`src/rtl/snake_move_scheduler.sv`:
```
// Move pacing and direction arbitration for the snake datapath.
// Optional feature: define PAUSE_EN to add the Pause input and the paused flag.
module snake_move_scheduler #(
    parameter int unsigned TICK_BASE = 12500000,
    parameter int unsigned TICK_STEP = 500000,
    parameter int unsigned TICK_MIN  = 2500000,
    parameter int unsigned LVL_MAX   = 15
) (
    input  logic       Clk_50mhz,
    input  logic       Rst,
    input  logic [2:0] Game_status,
    input  logic       Key_left,
    input  logic       Key_right,
    input  logic       Key_up,
    input  logic       Key_down,
    input  logic       Body_add_sig,
`ifdef PAUSE_EN
    input  logic       Pause,
`endif
    output logic       Move_tick,
    output logic [1:0] Dir,
    output logic [3:0] Speed_level,
    output logic       Key_drop
);

    typedef enum logic [1:0] {IDLE, RUN, HOLD} state_t;

    state_t      state;
    logic [31:0] counter;
    logic [31:0] period;
    logic [1:0]  q_slot0;
    logic [1:0]  q_slot1;
    logic [1:0]  q_count;
    logic        paused;

    logic [31:0] step_total;
    logic [31:0] reload_period;
    logic        run_now;
    logic        entry;
    logic        run_active;
    logic        tick_now;
    logic        pop;
    logic        key_valid;
    logic [1:0]  cand;
    logic [1:0]  ref_dir;
    logic        accept;

`ifdef PAUSE_EN
    always_ff @(posedge Clk_50mhz or posedge Rst) begin
        if (Rst)
            paused <= 1'b0;
        else if (Game_status != 3'b010)
            paused <= 1'b0;
        else if (Pause)
            paused <= ~paused;
    end
`else
    assign paused = 1'b0;
`endif

    // Clamp is evaluated before subtracting so the period never wraps.
    always_comb begin
        step_total = {28'd0, Speed_level} * TICK_STEP;
        if (step_total >= TICK_BASE || (TICK_BASE - step_total) < TICK_MIN)
            reload_period = TICK_MIN;
        else
            reload_period = TICK_BASE - step_total;
    end

    always_comb begin
        run_now    = (Game_status == 3'b010);
        entry      = run_now && (state != RUN);
        run_active = run_now && !paused;
        tick_now   = run_active && !entry && (counter == period - 32'd1);
        pop        = tick_now && (q_count != 2'd0);

        key_valid = Key_up | Key_down | Key_left | Key_right;
        if (Key_up)        cand = 2'b00;
        else if (Key_down) cand = 2'b01;
        else if (Key_left) cand = 2'b10;
        else               cand = 2'b11;

        // Reversal reference is always the pre-pop tail, or Dir when empty.
        case (q_count)
            2'd0:    ref_dir = Dir;
            2'd1:    ref_dir = q_slot0;
            default: ref_dir = q_slot1;
        endcase
        accept = run_active && key_valid && (cand != ref_dir) && (cand != (ref_dir ^ 2'b01));
    end

    always_ff @(posedge Clk_50mhz or posedge Rst) begin
        if (Rst) begin
            state       <= IDLE;
            Move_tick   <= 1'b0;
            Dir         <= 2'b11;
            Speed_level <= '0;
            Key_drop    <= 1'b0;
            counter     <= '0;
            period      <= TICK_BASE;
            q_slot0     <= '0;
            q_slot1     <= '0;
            q_count     <= '0;
        end else begin
            Move_tick <= 1'b0;
            Key_drop  <= 1'b0;
            case (Game_status)
                3'b001: begin
                    state       <= IDLE;
                    Dir         <= 2'b11;
                    Speed_level <= '0;
                    counter     <= '0;
                    q_count     <= '0;
                end
                3'b010: begin
                    state <= RUN;
                    if (entry) begin
                        counter <= '0;
                        period  <= reload_period;
                    end else if (!paused) begin
                        if (tick_now) begin
                            Move_tick <= 1'b1;
                            counter   <= '0;
                            period    <= reload_period;
                        end else begin
                            counter <= counter + 32'd1;
                        end
                    end

                    if (Body_add_sig && ({28'd0, Speed_level} < LVL_MAX))
                        Speed_level <= Speed_level + 4'd1;

                    if (pop)
                        Dir <= q_slot0;

                    case ({pop, accept})
                        2'b10: begin
                            q_slot0 <= q_slot1;
                            q_count <= q_count - 2'd1;
                        end
                        2'b01: begin
                            if (q_count == 2'd2) begin
                                Key_drop <= 1'b1;
                            end else begin
                                if (q_count == 2'd0)
                                    q_slot0 <= cand;
                                else
                                    q_slot1 <= cand;
                                q_count <= q_count + 2'd1;
                            end
                        end
                        2'b11: begin
                            if (q_count == 2'd2) begin
                                q_slot0 <= q_slot1;
                                q_slot1 <= cand;
                            end else begin
                                q_slot0 <= cand;
                            end
                        end
                        default: ;
                    endcase
                end
                default: begin
                    state   <= HOLD;
                    counter <= '0;
                    q_count <= '0;
                end
            endcase
        end
    end

endmodule

```
`config.mk`:
```
export PLATFORM = sky130hd
export DESIGN_NAME = snake_move_scheduler
export DESIGN_NICKNAME = d
export VERILOG_FILES = /design/src/rtl/snake_move_scheduler.sv
export SDC_FILE = /design/constraint.sdc
export NUM_CORES = 1
export LEC_CHECK = 0
export CAP_MARGIN = 20
export CORE_UTILIZATION = 56
export DETAILED_ROUTE_END_ITERATION = 10
export PLACE_DENSITY = 0.77
export SLEW_MARGIN = 25
export SYNTH_ARGS = -nofsm -noshare
export SYNTH_HDL_FRONTEND = slang
export SYNTH_SLANG_ARGS = --single-unit
export TNS_END_PERCENT = 5
```
`constraint.sdc`:
```
create_clock -name Clk_50mhz -period 3.5 [get_ports Clk_50mhz]
set_input_delay 0.875 -clock Clk_50mhz [delete_from_list [all_inputs] [get_ports Clk_50mhz]]
set_output_delay 0.875 -clock Clk_50mhz [all_outputs]
set_load 0.02 [all_outputs]
```
# Yosys cells after proc, flatten, opt, wreduce, memory -nomap -nowiden
# Cells that the tools add are included.
# W data, S select, Z words.
# totals
reg_bits	80
input_bits	10
out_inout_bits	8
wordCells	95
# classes
add_sub_neg	6
mul	1
order_cmp	2
eq_ne	19
n_mux	32
bitwise	4
reduce_logical	21
# ops
op	n
$mux W32	6
$add A32 B1 Y32 const B	1
$eq A32 B32 Y1	1
$lt A32 B22 Y1 const B	1
$sub A32 B1 Y32 const B	1
$sub A24 B23 Y25 const A	1
$mux W2	11
$pmux W2 S2	5
$mul A4 B14 Y18 const B	1
$logic_and A1 B1 Y1	8
$ne A2 B2 Y1 const B	4
$pmux W4 S2	1
$reduce_and A2 Y1	4
$reduce_bool A2 Y1	4
$mux W1	7
$eq A2 B2 Y1 const B	3
$ne A2 B1 Y1 const B	3
$pmux W2 S3	1
$reduce_and A5 Y1	1
$add A4 B1 Y4 const B	1
$eq A2 B1 Y1 const B	2
$lt A4 B4 Y1 const B	1
$mux W4	1
$ne A2 B2 Y1	2
12 further kinds	14

# Logic depth before layout (Yosys ltp)
# logic_depth
depth_word	9
mapped_depth	14

# Worst setup path after synthesis
# Ideal clock, no wire load.
# synth_path
path_type	register to register
start	register Speed_level[1]
end	register period[13]
setup_time_ns	0.075
arrival_time_ns	3.725
required_ns	3.425
slack_ns	-0.300
path_stages_with_launch	14
n_path_buf	1
cell_sequence	dfrtp_1 > inv_1 > ha_1 > fa_1 > ha_1 > a21o_1 > a21oi_1 > xnor2_1 > and4b_1 > nand3_1 > nor3_1 > o2bb2ai_1 > buf_2 > a2bb2oi_1
# synth_between
elab_chain_cells	6
# synth_rtl
element	line_no	source
start: declaration	22	output logic [3:0] Speed_level,
start signal: assignment	131	Speed_level <= Speed_level + 4'd1;
$mul A4 B14 Y18 (*)	63	step_total = {28'd0, Speed_level} * TICK_STEP;
$sub A24 B23 Y25 (*)	64, 67	
$lt A32 B22 Y1	64	if (step_total >= TICK_BASE || (TICK_BASE - step_total) < TICK_MIN)
$mux W32 (*)	64	
$mux W32	121	if (tick_now) begin
$mux W32 (*)	117	if (entry) begin
end signal: assignment	119	period <= reload_period;
end signal: assignment	124	period <= reload_period;
end: declaration	30	logic [31:0] period;
# Every way passes the cells marked *; elsewhere a longest branch is shown, timed or not. The select of a mux whose other input is x is not followed.
# A chain may end at the register's enable or synchronous reset.

# Worst setup path after layout
# Same ends and word-level chain as after synthesis.

==> metrics.md <==
| Metric | Value |
|---|---|
| DR vias | 3952 |
| CP Launch Type | flop |
| Post-synthesis cell count | 506 |
| Reg2reg path depth | 10 |
| Register bit total from synthesis | 67 |
| CORE AREA | 8217 sq um |
| Synth Warn # | 0 |
| Largest family of logic cells by synthesized area | simple AND/OR/NAND/NOR gates |
| GRT Util Overall | 0.2735 |
| Pwr dens | 446.5 nW/um^2 |
| Clock Path Buffers | 2 |
| Fin. Hold Viols | 0 |
| DRT antenna net count | 0 |
| First-pass GRT wire length | 18.57 mm |
| Chip height | 93.94 microns |
| Peak fanout along the critical path | 12 |
| Min Tclk post-route | 3428 ps |
| Vias/cell | 5.812 |
| Mapped Area | 4733 sq um |
| Clock buffer count from CTS | 9 |
| Initial core utilization | 0.5761 |
| Hold EP | period[21]$_DFFE_PP1P_ |
| Vias in the first global route | 3963 |
| Hold bufs inserted after CTS | 0 |
| Setup violators final | 0 |
| First-pass iteration count of the detailed router | 4 |
| DRC violations left | 0 |
| Antenna cell count | 0 |
| Pre-CTS setup slack | -202.4 ps |
| Reg2reg start | Speed_level[1]$_DFFE_PP0P_ |
| Root Buffer | clkbuf_8 |
| Die W | 93.94 microns |
| Sw Share | 0.3370 |
| Total power | 2.517 mW |
| Post-Synth XOR/XNOR Area | 0.1306 |
| Clk pwr share | 0.257 |
| Placed cell areas | 5381 sq um |
| Max Fclk | 0.2917 GHz |
| Worst reg2reg setup slack | 70 ps |
| Status | finished clean |
| Internal Pwr Total | 1.669 mW |
| 1st-iter DRT viols | 175 |
| Register share of total power | 0.389 |
| Worst slew pin tran | 620.1 ps |
| Initial antenna violation count | 0 |
| Distinct cell type count after synthesis | 67 |
| Comb pwr share | 0.354 |
| RSZ-0062 raised after global routing | true |
| DP Wirelength | 8.376 mm |
| Port bufs | 17 |
| Area grow syn2layout | 19.09% |
| Die ar. | 8824 sq um |
| Setup slack after layout | 71.55 ps |
| Slew Limit Headroom | 0.5812 |
| Synth Area in Adders | 0.08988 |
| Total of max-cap violations | 0 |
| Design area | 5637 sq um |
| H-tree levels | 3 |
| HP Class | reg -> reg |
| Non-filler cells, final | 680 |
| Post-Synth Simple-Gate Area | 0.2366 |
| # rows | 33 |
| Mux contribution to synthesized area | 0.04441 |
| Number of synthesized flops with an enable pin | 0 |
| Multi-input gate area | 2945 sq um |
| Critical path class | reg -> reg |
| Max-slew violations | 0 |
| Crit end category | flop |
| Share of the yosys chip area belonging to registers | 0.3579 |
| Nets | 611 |
| Placed cells | 664 |
| Total grt overflow | 0 |
| TritonCTS clock tree | yes |
| DRT Wirelength | 11.04 mm |
| Worst Clk Skew | 12.38 ps |
| CP arrival | 3710 ps |
| Lkg Pwr | 2.438 nW |
| Final Wtd Congestion | 0.9116 |
| Clk_lat worst skew | 350 ps |
| Final period util | 0.9796 |
| Commonest non-fill, non-tap cell in the layout | nor2_1 |
| Sink Count | 67 |
| R2R Path End | period[13]$_DFFE_PP1P_ |
| Syn nets | 547 |
| Hold_sp | period[21]$_DFFE_PP1P_ |
| Worst EP required | 3780 ps |
| IO Count | 18 |
| Async SR Flop Fraction | 1.000 |
| Post-synth top flop | dfrtp_1 |
| Post-Syn Area per Cell | 9.354 sq um |
| Share of cells above drive strength 1 | 0.1965 |
| Sequential cell area | 1698 sq um |
| DR WL/cell | 16.24 microns |
| Leading cell types in the layout, fill and taps excluded | 58 x nor2_1, 50 x dfrtp_1, 47 x buf_4 |
| Setup bufs post-CTS | 0 |
| CTS clock-pin slew for the worst setup and hold paths | 70 ps |
| Hold path cells | 2 |
| Net Switching | 0.8483 mW |
| FILL cells | 658 |
| Largest net degree at the start of global routing | 41 |
| Maximum VDD drop | 250.2 uV |
| Compound-Gate Fraction of Synth Area | 0.1068 |
-- layer usage --
metal	global-route usage	part of all wire	routed length, microns
met1	0.3387	0.44	4811
met2	0.4647	0.50	5502
met3	0.04854	0.034	380
met4	0.1192	0.031	345
met5	0	0	0
-- metrics by stage --
step	hold WS (ps)	TNS, ps	util
2_1_floorplan	447.9	0	-
3_3_place_gp	470.5	-1757	0.6549
3_5_place_dp	476.7	-4008	0.6549
4_1_cts	486.0	0	0.6799
5_1_grt	509.2	-1094	0.6860
6_report	487.0	0	0.6860
-- synth_stat cells, types with 9 or more instances --
cell / n / share of area
nand3_1: 29 / 0.031
nand2_1: 28 / 0.022
xnor2_1: 33 / 0.061
nor2_1: 59 / 0.047
and3_1: 10 / 0.013
o21ai_0: 9 / 0.0095
ha_1: 26 / 0.069
dfstp_2: 14 / 0.078
xor2_1: 35 / 0.065
nor3_1: 13 / 0.014
mux2i_1: 9 / 0.019
inv_1: 26 / 0.021
or3_1: 9 / 0.012
a21oi_1: 11 / 0.012
dfrtp_1: 53 / 0.28
-- worst max-delay path, cell delays in order, from the launching register on --
cell and delay (ps):
dfrtp_2 430, fa_1 590, fa_1 440, ha_1 340, a21oi_1 300, xnor2_1 190
and4b_1 240, nand3_1 150, nor3_4 270, o2bb2ai_4 220, a2bb2oi_1 200
-- cell type report --
class | count | share of cell area
clock inverters | 5 | 0.009323
inverters | 28 | 0.01865
flip-flops and latches | 67 | 0.3012
well taps | 105 | 0.02331
repair buffers | 66 | 0.09989
multi-input cells | 398 | 0.5225
clock buffers | 11 | 0.02508
-- registers in the layout (all words and copies together), names as in the netlist --
register,cells
Dir,2
Key_drop,1
Move_tick,1
Speed_level,4
counter,32
period,19
q_count,2
q_slot0,2
q_slot1,2
state,2
-- cell families (layout without fill, tap and decap cells) --
logic type / after synthesis / in the layout
multiplexers: 19 / 19
buffers and inverters: 41 / 110
XOR/XNOR: 69 / 69
flip-flops: 67 / 67
AO/OA/AOI/OAI: 70 / 70
adder cells (fa/ha/maj): 31 / 31
AND/OR/NAND/NOR: 209 / 209
-- repair_timing --
item | in CTS | in global routing
pin swaps | 0 | 2
resized for setup | 2 | 11
setup endpoints to repair | 12 | 37
-- power by group through the flow --
stage / sequential, mW / clock, mW / combinational (mW)
2_1_floorplan: 1.00 / 0 / 0.534
3_3_place_gp: 0.985 / 0 / 0.834
3_5_place_dp: 0.992 / 0 / 0.862
4_1_cts: 0.978 / 0.651 / 0.875
5_1_grt: 0.995 / 0.690 / 0.981
6_report: 0.979 / 0.647 / 0.891
-- how the worst max path moves through the flow --
stage | from | cells past startpoint | end | slack [ps]
global route | Speed_level[1]$_DFFE_PP0P_ | 12 | period[13]$_DFFE_PP1P_ | -120
global placement | Game_status[1] | 13 | period[7]$_DFFE_PP0P_ | -130
floorplan | Speed_level[1]$_DFFE_PP0P_ | 12 | period[13]$_DFFE_PP1P_ | 7
detailed placement | Game_status[1] | 13 | period[8]$_DFFE_PP0P_ | -200
CTS | period[5]$_DFFE_PP1P_ | 10 | q_slot1[0]$_DFFE_PP0P_ | 20
finish | Speed_level[1]$_DFFE_PP0P_ | 10 | period[13]$_DFFE_PP1P_ | 70
(Power assumes the default switching activity.)
